--- src/rtl/pipa_pulse_accumulator.sv ---
// PIPA pulse accumulator: synchronises plus/minus accelerometer pulses, keeps a saturating signed
// backlog per channel and drains it to the counter-increment sequencer over a req/ack handshake.
module pipa_pulse_accumulator #(
    parameter int unsigned NCH  = 3,
    parameter int unsigned CW   = 4,
    parameter int unsigned SYNC = 2,
    parameter int unsigned CHW  = (NCH > 1) ? $clog2(NCH) : 1
) (
    input  logic           CLOCK,
    input  logic           rst_,
    input  logic [NCH-1:0] PIPP,
    input  logic [NCH-1:0] PIPM,
    input  logic           CNTACK,
    input  logic           OVFCLR,
    output logic           CNTREQ,
    output logic           CNTDIR,
    output logic [CHW-1:0] CNTCH,
    output logic [NCH-1:0] OVF,
    output logic           PEND0
);

    localparam int unsigned SupW = $clog2(SYNC + 2);
    localparam logic [SupW-1:0] SupInit = SupW'(SYNC + 1);

    // Sums are formed two bits wider so a +/-2 step past the bound is visible before clamping.
    localparam logic signed [CW+1:0] CntMax  = (CW+2)'((1 << (CW - 1)) - 1);
    localparam logic signed [CW+1:0] CntMin  = -CntMax;
    localparam logic signed [CW+1:0] One     = (CW+2)'(1);
    localparam logic signed [CW-1:0] CntMaxN = CW'((1 << (CW - 1)) - 1);
    localparam logic signed [CW-1:0] CntMinN = -CntMaxN;

    typedef enum logic [0:0] {
        StIdle,
        StReq
    } state_e;

    logic [SYNC-1:0][NCH-1:0] psync_q, msync_q;
    logic [NCH-1:0]           pprev_q, mprev_q;
    logic [NCH-1:0]           pev_d, mev_d, pev_q, mev_q;
    logic [SupW-1:0]          sup_q;
    logic                     sup_off;

    logic signed [CW-1:0]     cnt_q [NCH];
    logic signed [CW-1:0]     cnt_d [NCH];
    logic [NCH-1:0]           sat_set;
    logic [NCH-1:0]           ovf_q, ovf_d;
    logic                     pend0_q, pend0_d;

    state_e                   state_q, state_d;
    logic [CHW-1:0]           cntch_q, cntch_d;
    logic                     cntdir_q, cntdir_d;
    logic [CHW-1:0]           ptr_q, ptr_d;
    logic                     ack_fire;

    logic                     sel_found;
    logic [CHW-1:0]           sel_ch;
    logic                     sel_dir;

    // ------------------------------------------------------------------
    // Synchronisers and rising-edge detection
    // ------------------------------------------------------------------
    // Edges are masked until the previous-value flops have caught up with lines held high
    // through reset.
    assign sup_off = (sup_q == '0);
    assign pev_d   = psync_q[SYNC-1] & ~pprev_q & {NCH{sup_off}};
    assign mev_d   = msync_q[SYNC-1] & ~mprev_q & {NCH{sup_off}};

    always_ff @(posedge CLOCK) begin
        if (!rst_) begin
            psync_q <= '0;
            msync_q <= '0;
            pprev_q <= '0;
            mprev_q <= '0;
            pev_q   <= '0;
            mev_q   <= '0;
            sup_q   <= SupInit;
        end else begin
            psync_q <= {psync_q[SYNC-2:0], PIPP};
            msync_q <= {msync_q[SYNC-2:0], PIPM};
            pprev_q <= psync_q[SYNC-1];
            mprev_q <= msync_q[SYNC-1];
            pev_q   <= pev_d;
            mev_q   <= mev_d;
            if (!sup_off) begin
                sup_q <= sup_q - 1'b1;
            end
        end
    end

    // ------------------------------------------------------------------
    // Pending counters with saturation
    // ------------------------------------------------------------------
    assign ack_fire = (state_q == StReq) && CNTACK;

    always_comb begin : cnt_update
        logic signed [CW+1:0] delta;
        logic signed [CW+1:0] sum;
        delta   = '0;
        sum     = '0;
        sat_set = '0;
        pend0_d = 1'b1;
        for (int c = 0; c < NCH; c++) begin
            delta = '0;
            if (pev_q[c] && !mev_q[c]) begin
                delta = One;
            end else if (mev_q[c] && !pev_q[c]) begin
                delta = -One;
            end
            // A served PINC removes one pending plus count, a served MINC one minus count.
            if (ack_fire && (cntch_q == CHW'(c))) begin
                delta = cntdir_q ? (delta - One) : (delta + One);
            end
            sum = {{2{cnt_q[c][CW-1]}}, cnt_q[c]} + delta;
            if (sum > CntMax) begin
                cnt_d[c]   = CntMaxN;
                sat_set[c] = 1'b1;
            end else if (sum < CntMin) begin
                cnt_d[c]   = CntMinN;
                sat_set[c] = 1'b1;
            end else begin
                cnt_d[c] = sum[CW-1:0];
            end
            if (cnt_d[c] != '0) begin
                pend0_d = 1'b0;
            end
        end
    end

    // Set wins over a coincident clear.
    assign ovf_d = (ovf_q & ~{NCH{OVFCLR}}) | sat_set;

    // ------------------------------------------------------------------
    // Round-robin pick of the first nonzero channel at or after the pointer
    // ------------------------------------------------------------------
    always_comb begin : rr_pick
        int             idx;
        logic [CHW-1:0] cand;
        idx       = 0;
        cand      = '0;
        sel_found = 1'b0;
        sel_ch    = '0;
        sel_dir   = 1'b0;
        for (int i = 0; i < NCH; i++) begin
            idx  = (int'(ptr_q) + i) % int'(NCH);
            cand = CHW'(idx);
            if (!sel_found && (cnt_d[cand] != '0)) begin
                sel_found = 1'b1;
                sel_ch    = cand;
                sel_dir   = ~cnt_d[cand][CW-1];
            end
        end
    end

    // ------------------------------------------------------------------
    // Handshake FSM
    // ------------------------------------------------------------------
    always_comb begin
        state_d  = state_q;
        cntch_d  = cntch_q;
        cntdir_d = cntdir_q;
        ptr_d    = ptr_q;
        unique case (state_q)
            StIdle: begin
                if (sel_found) begin
                    state_d  = StReq;
                    cntch_d  = sel_ch;
                    cntdir_d = sel_dir;
                end
            end
            StReq: begin
                if (ack_fire) begin
                    state_d = StIdle;
                    ptr_d   = (cntch_q == CHW'(NCH - 1)) ? '0 : (cntch_q + 1'b1);
                end
            end
            default: state_d = StIdle;
        endcase
    end

    always_ff @(posedge CLOCK) begin
        if (!rst_) begin
            state_q  <= StIdle;
            cntch_q  <= '0;
            cntdir_q <= 1'b0;
            ptr_q    <= '0;
            ovf_q    <= '0;
            pend0_q  <= 1'b1;
            for (int c = 0; c < NCH; c++) begin
                cnt_q[c] <= '0;
            end
        end else begin
            state_q  <= state_d;
            cntch_q  <= cntch_d;
            cntdir_q <= cntdir_d;
            ptr_q    <= ptr_d;
            ovf_q    <= ovf_d;
            pend0_q  <= pend0_d;
            for (int c = 0; c < NCH; c++) begin
                cnt_q[c] <= cnt_d[c];
            end
        end
    end

    // ------------------------------------------------------------------
    // Outputs
    // ------------------------------------------------------------------
    assign CNTREQ = (state_q == StReq);
    assign CNTDIR = cntdir_q;
    assign OVF    = ovf_q;
    assign PEND0  = pend0_q;

    if (NCH == 1) begin : g_single
        assign CNTCH = '0;
    end else begin : g_multi
        assign CNTCH = cntch_q;
    end

endmodule

--- config.mk ---
export PLATFORM = sky130hd
export DESIGN_NAME = pipa_pulse_accumulator
export DESIGN_NICKNAME = d
export VERILOG_FILES = /design/src/rtl/pipa_pulse_accumulator.sv
export SDC_FILE = /design/constraint.sdc
export NUM_CORES = 1
export LEC_CHECK = 0
export ABC_CLOCK_PERIOD_IN_PS = 4200
export BUFFER_PORTS_ARGS = -buffer_cell sky130_fd_sc_hd__buf_2
export CELL_PAD_IN_SITES_DETAIL_PLACEMENT = 0
export CELL_PAD_IN_SITES_GLOBAL_PLACEMENT = 2
export CORE_MARGIN = 3
export CORE_UTILIZATION = 34
export DETAILED_ROUTE_END_ITERATION = 8
export PLACE_DENSITY = 0.74
export SKIP_CTS_REPAIR_TIMING = 1
export SLEW_MARGIN = 20
export SYNTH_ARGS = -nofsm -noshare
export SYNTH_HDL_FRONTEND = slang
export SYNTH_SLANG_ARGS = --single-unit
--- constraint.sdc ---
create_clock -name CLOCK -period 4.2 [get_ports CLOCK]
set_input_delay 0.21 -clock CLOCK [delete_from_list [all_inputs] [get_ports CLOCK]]
set_output_delay 0.21 -clock CLOCK [all_outputs]
set_load 0.005 [all_outputs]
==> flow_summary.yaml <==
clock_network:
  root_buffer: "clkbuf_8"
  clk_latency_ns: 0.31
  cts.sinks: 48
  h-tree-depth: 2
  clkTransAtPathRegs_ns: 0.10
  cts.path.max_buffers: 2
  cts_buffers: 5
  cts_tree: "done"
synth:
  post-synth-top-count-cell: "dfxtp_1"
  syn-cell-area_sq_um: 3230
  synth_area_leaders: "dfxtp_1, ha_1, nor2_1, and2_1, a21oi_1"
  async_flop_share: 0
  synth_top_area_frac: 0.297
  yosys.area.top_type: "dfxtp_1"
  synthesis.nets: 410
  synthFlopType: "dfxtp_1"
  synthTopCellsByCount: "dfxtp_1, nor2_1, inv_1"
  synth.avg_cell_area_sq_um: 8.69
  ys_ff_latch: 48
  seq_area_frac_synth: 0.297
  yosys_warnings: 0
  synth_edf_count: 0
  synthCells: 372
  yosysUniqueCellTypes: 70
timing:
  slew_violations: 0
  worst_pin_slew_ns: 0.583
  setup_violations: 0
  rsz0062_at_grt: "false"
  hold_viol_final: 0
  slew_headroom: 0.611
  fin_setup_tns_ns: 0
  min_period_ns: 3.93
  final.period_utilization: 0.935
  clock_skew_ns: 0.00871
  fmax_mhz: 255
power:
  combPwrFrac: 0.486
  p_seq_frac: 0.308
  p_total_mw: 1.76
  p_sw_frac: 0.378
  p_int_mw: 1.10
  p_switching_uw: 668
  p_per_area_nw_per_um2: 489
  p_leak_nw: 1.57
  pwr-share-clk: 0.206
  ir_drop_v: 0.000255
setup_path:
  cp.arrival_ns: 4.13
  rr_worst_depth: 14
  cp-end-kind: "flip-flop"
  cp.depth: 14
  path_buf_inv: 1
  crit_chain: "inv_1, ha_1, xnor2_1, nand2_1, xnor2_1, fa_1, a21oi_1, mux2_2, o22ai_1, a32o_2, a311oi_4, or3b_2, a311oi_2, o41ai_2"
  cp_data_required_time_ns: 4.40
  crit_slowest_cell: "or3b_2"
  critPathMaxFanout: 3
  critPathMostFrequentCell: "xnor2_1"
  cpPeakStageDelay_ns: 0.50
  cp_top_family: "compound AO/OA/AOI/OAI gates"
  startpoint_type: "flip-flop"
  critPathKind: "flip-flop to flip-flop"
job:
  drv_cap: 0
detailed_routing:
  routed_wl_mm: 7.46
  drc: 0
  avgRoutedWirePerCell_microns: 14.4
  ant_nets: 0
  avgViaCountPerCell: 5.14
  firstDrtPassIters: 5
  drtIter0Drc: 103
  vias: 2663
placement:
  placed_cells: 510
  io_buffers: 17
  hpwlAfterDp_mm: 5.75
  place.gp.congestion: 0.835
final_layout:
  n_antenna_cell: 0
  finalNonFillerCells: 518
  drive_gt1_frac: 0.173
  syn_to_final_growth_pct: 11.6
  nets: 429
  final_core_util: 0.402
  nFillCells: 905
grt:
  grt_usage: 0.139
  grt_max_degree: 33
  first_global_vias: 2497
  grt_pass1_wl_mm: 12.5
  antenna_found_initial: 0
  globalRoute.totalOverflow: 0
floorplan:
  initial_utilization: 0.360
  io_pins: 18
  dieArea_sq_um: 10700
  die_height_microns: 104
  core_area_sq_um: 8980
  die_x_microns: 104
  placementRows: 34
outcome:
  outcome: "completed"
min_path:
  hold_class: "input port to flip-flop"
  hold_depth: 2
[flip-flops by register name, summed over array words and instances, names as in the netlist]
name	cells
psync_q	6
cnt_q	12
OVF	3
mev_q	3
pev_q	3
CNTCH	2
PEND0	1
sup_q	2
CNTREQ	1
pprev_q	3
ptr_q	2
mprev_q	3
msync_q	6
CNTDIR	1
[cell type report]
type	instances	area, sq um	area share
Sequential cell	48	961	0.266
Inverter	30	113	0.0312
Timing Repair Buffer	25	145	0.0402
Clock buffer	6	82.6	0.0229
Clock inverter	2	38.8	0.0107
Tap cell	126	158	0.0437
Multi-Input combinational cell	281	2110	0.585
[power by group through the flow]
stage / clock (mW) / combinational (mW) / sequential [mW]
after floorplan: 0 / 0.654 / 0.545
after detailed placement: 0 / 0.825 / 0.555
after global routing: 0.389 / 0.959 / 0.553
final: 0.363 / 0.857 / 0.544
after global placement: 0 / 0.828 / 0.554
after CTS: 0.376 / 0.830 / 0.544
[layout by cell type (no fill, tap or decap), types with 3 or more instances in the layout]
cell	n
a211oi_1	5
a21o_1	4
a21o_2	3
a21oi_1	27
a31oi_1	4
and2_1	22
and3_1	4
and3b_1	6
buf_2	17
buf_4	8
clkbuf_8	6
dfxtp_1	48
fa_1	3
ha_1	25
inv_1	30
mux2_2	6
mux2i_1	6
nand2_1	25
nand2b_1	4
nand3_1	7
nor2_1	41
nor2b_1	4
nor3_1	4
o211ai_1	5
o21ai_0	6
xnor2_1	5
xor2_1	8
[kinds of logic (layout without fill, tap and decap cells)]
family,count (synthesis),after routing,share of synthesized area
adder cells (fa/ha/maj),28,28,0.115
buffers and inverters,43,63,0.0627
multiplexers,12,12,0.0395
AO/OA/AOI/OAI,92,92,0.224
XOR/XNOR,14,14,0.0379
flip-flops,48,48,0.297
AND/OR/NAND/NOR,135,135,0.224
[through the flow]
stage | setup slack (ns) | hold WS, ns | instance area, sq um
floorplan | 0.587 | 0.337 | 3230
global placement | 0.172 | 0.417 | 3450
detailed placement | 0.196 | 0.421 | 3450
CTS | 0.157 | 0.0994 | 3570
global route | 0.0192 | 0.102 | 3610
finish | 0.272 | 0.104 | 3610
[worst paths after layout]
check	slack, ns	start	endpoint
max	0.27	pev_q[0]	CNTDIR
min	0.10	PIPM[1]	msync_q[1]
max reg2reg	0.27	pev_q[0]	CNTDIR
min reg2reg	0.44	psync_q[2]	psync_q[5]
[per-layer routing]
metal	vias to the layer above	track usage	routed length, microns
met1	1275	0.181	3420
met4	0	0.0285	52
met5	-	0	0
met2	32	0.245	3780
li1	1349	-	-
met3	7	0.0205	211
Note: power is estimated with default switching activity, not from simulation.
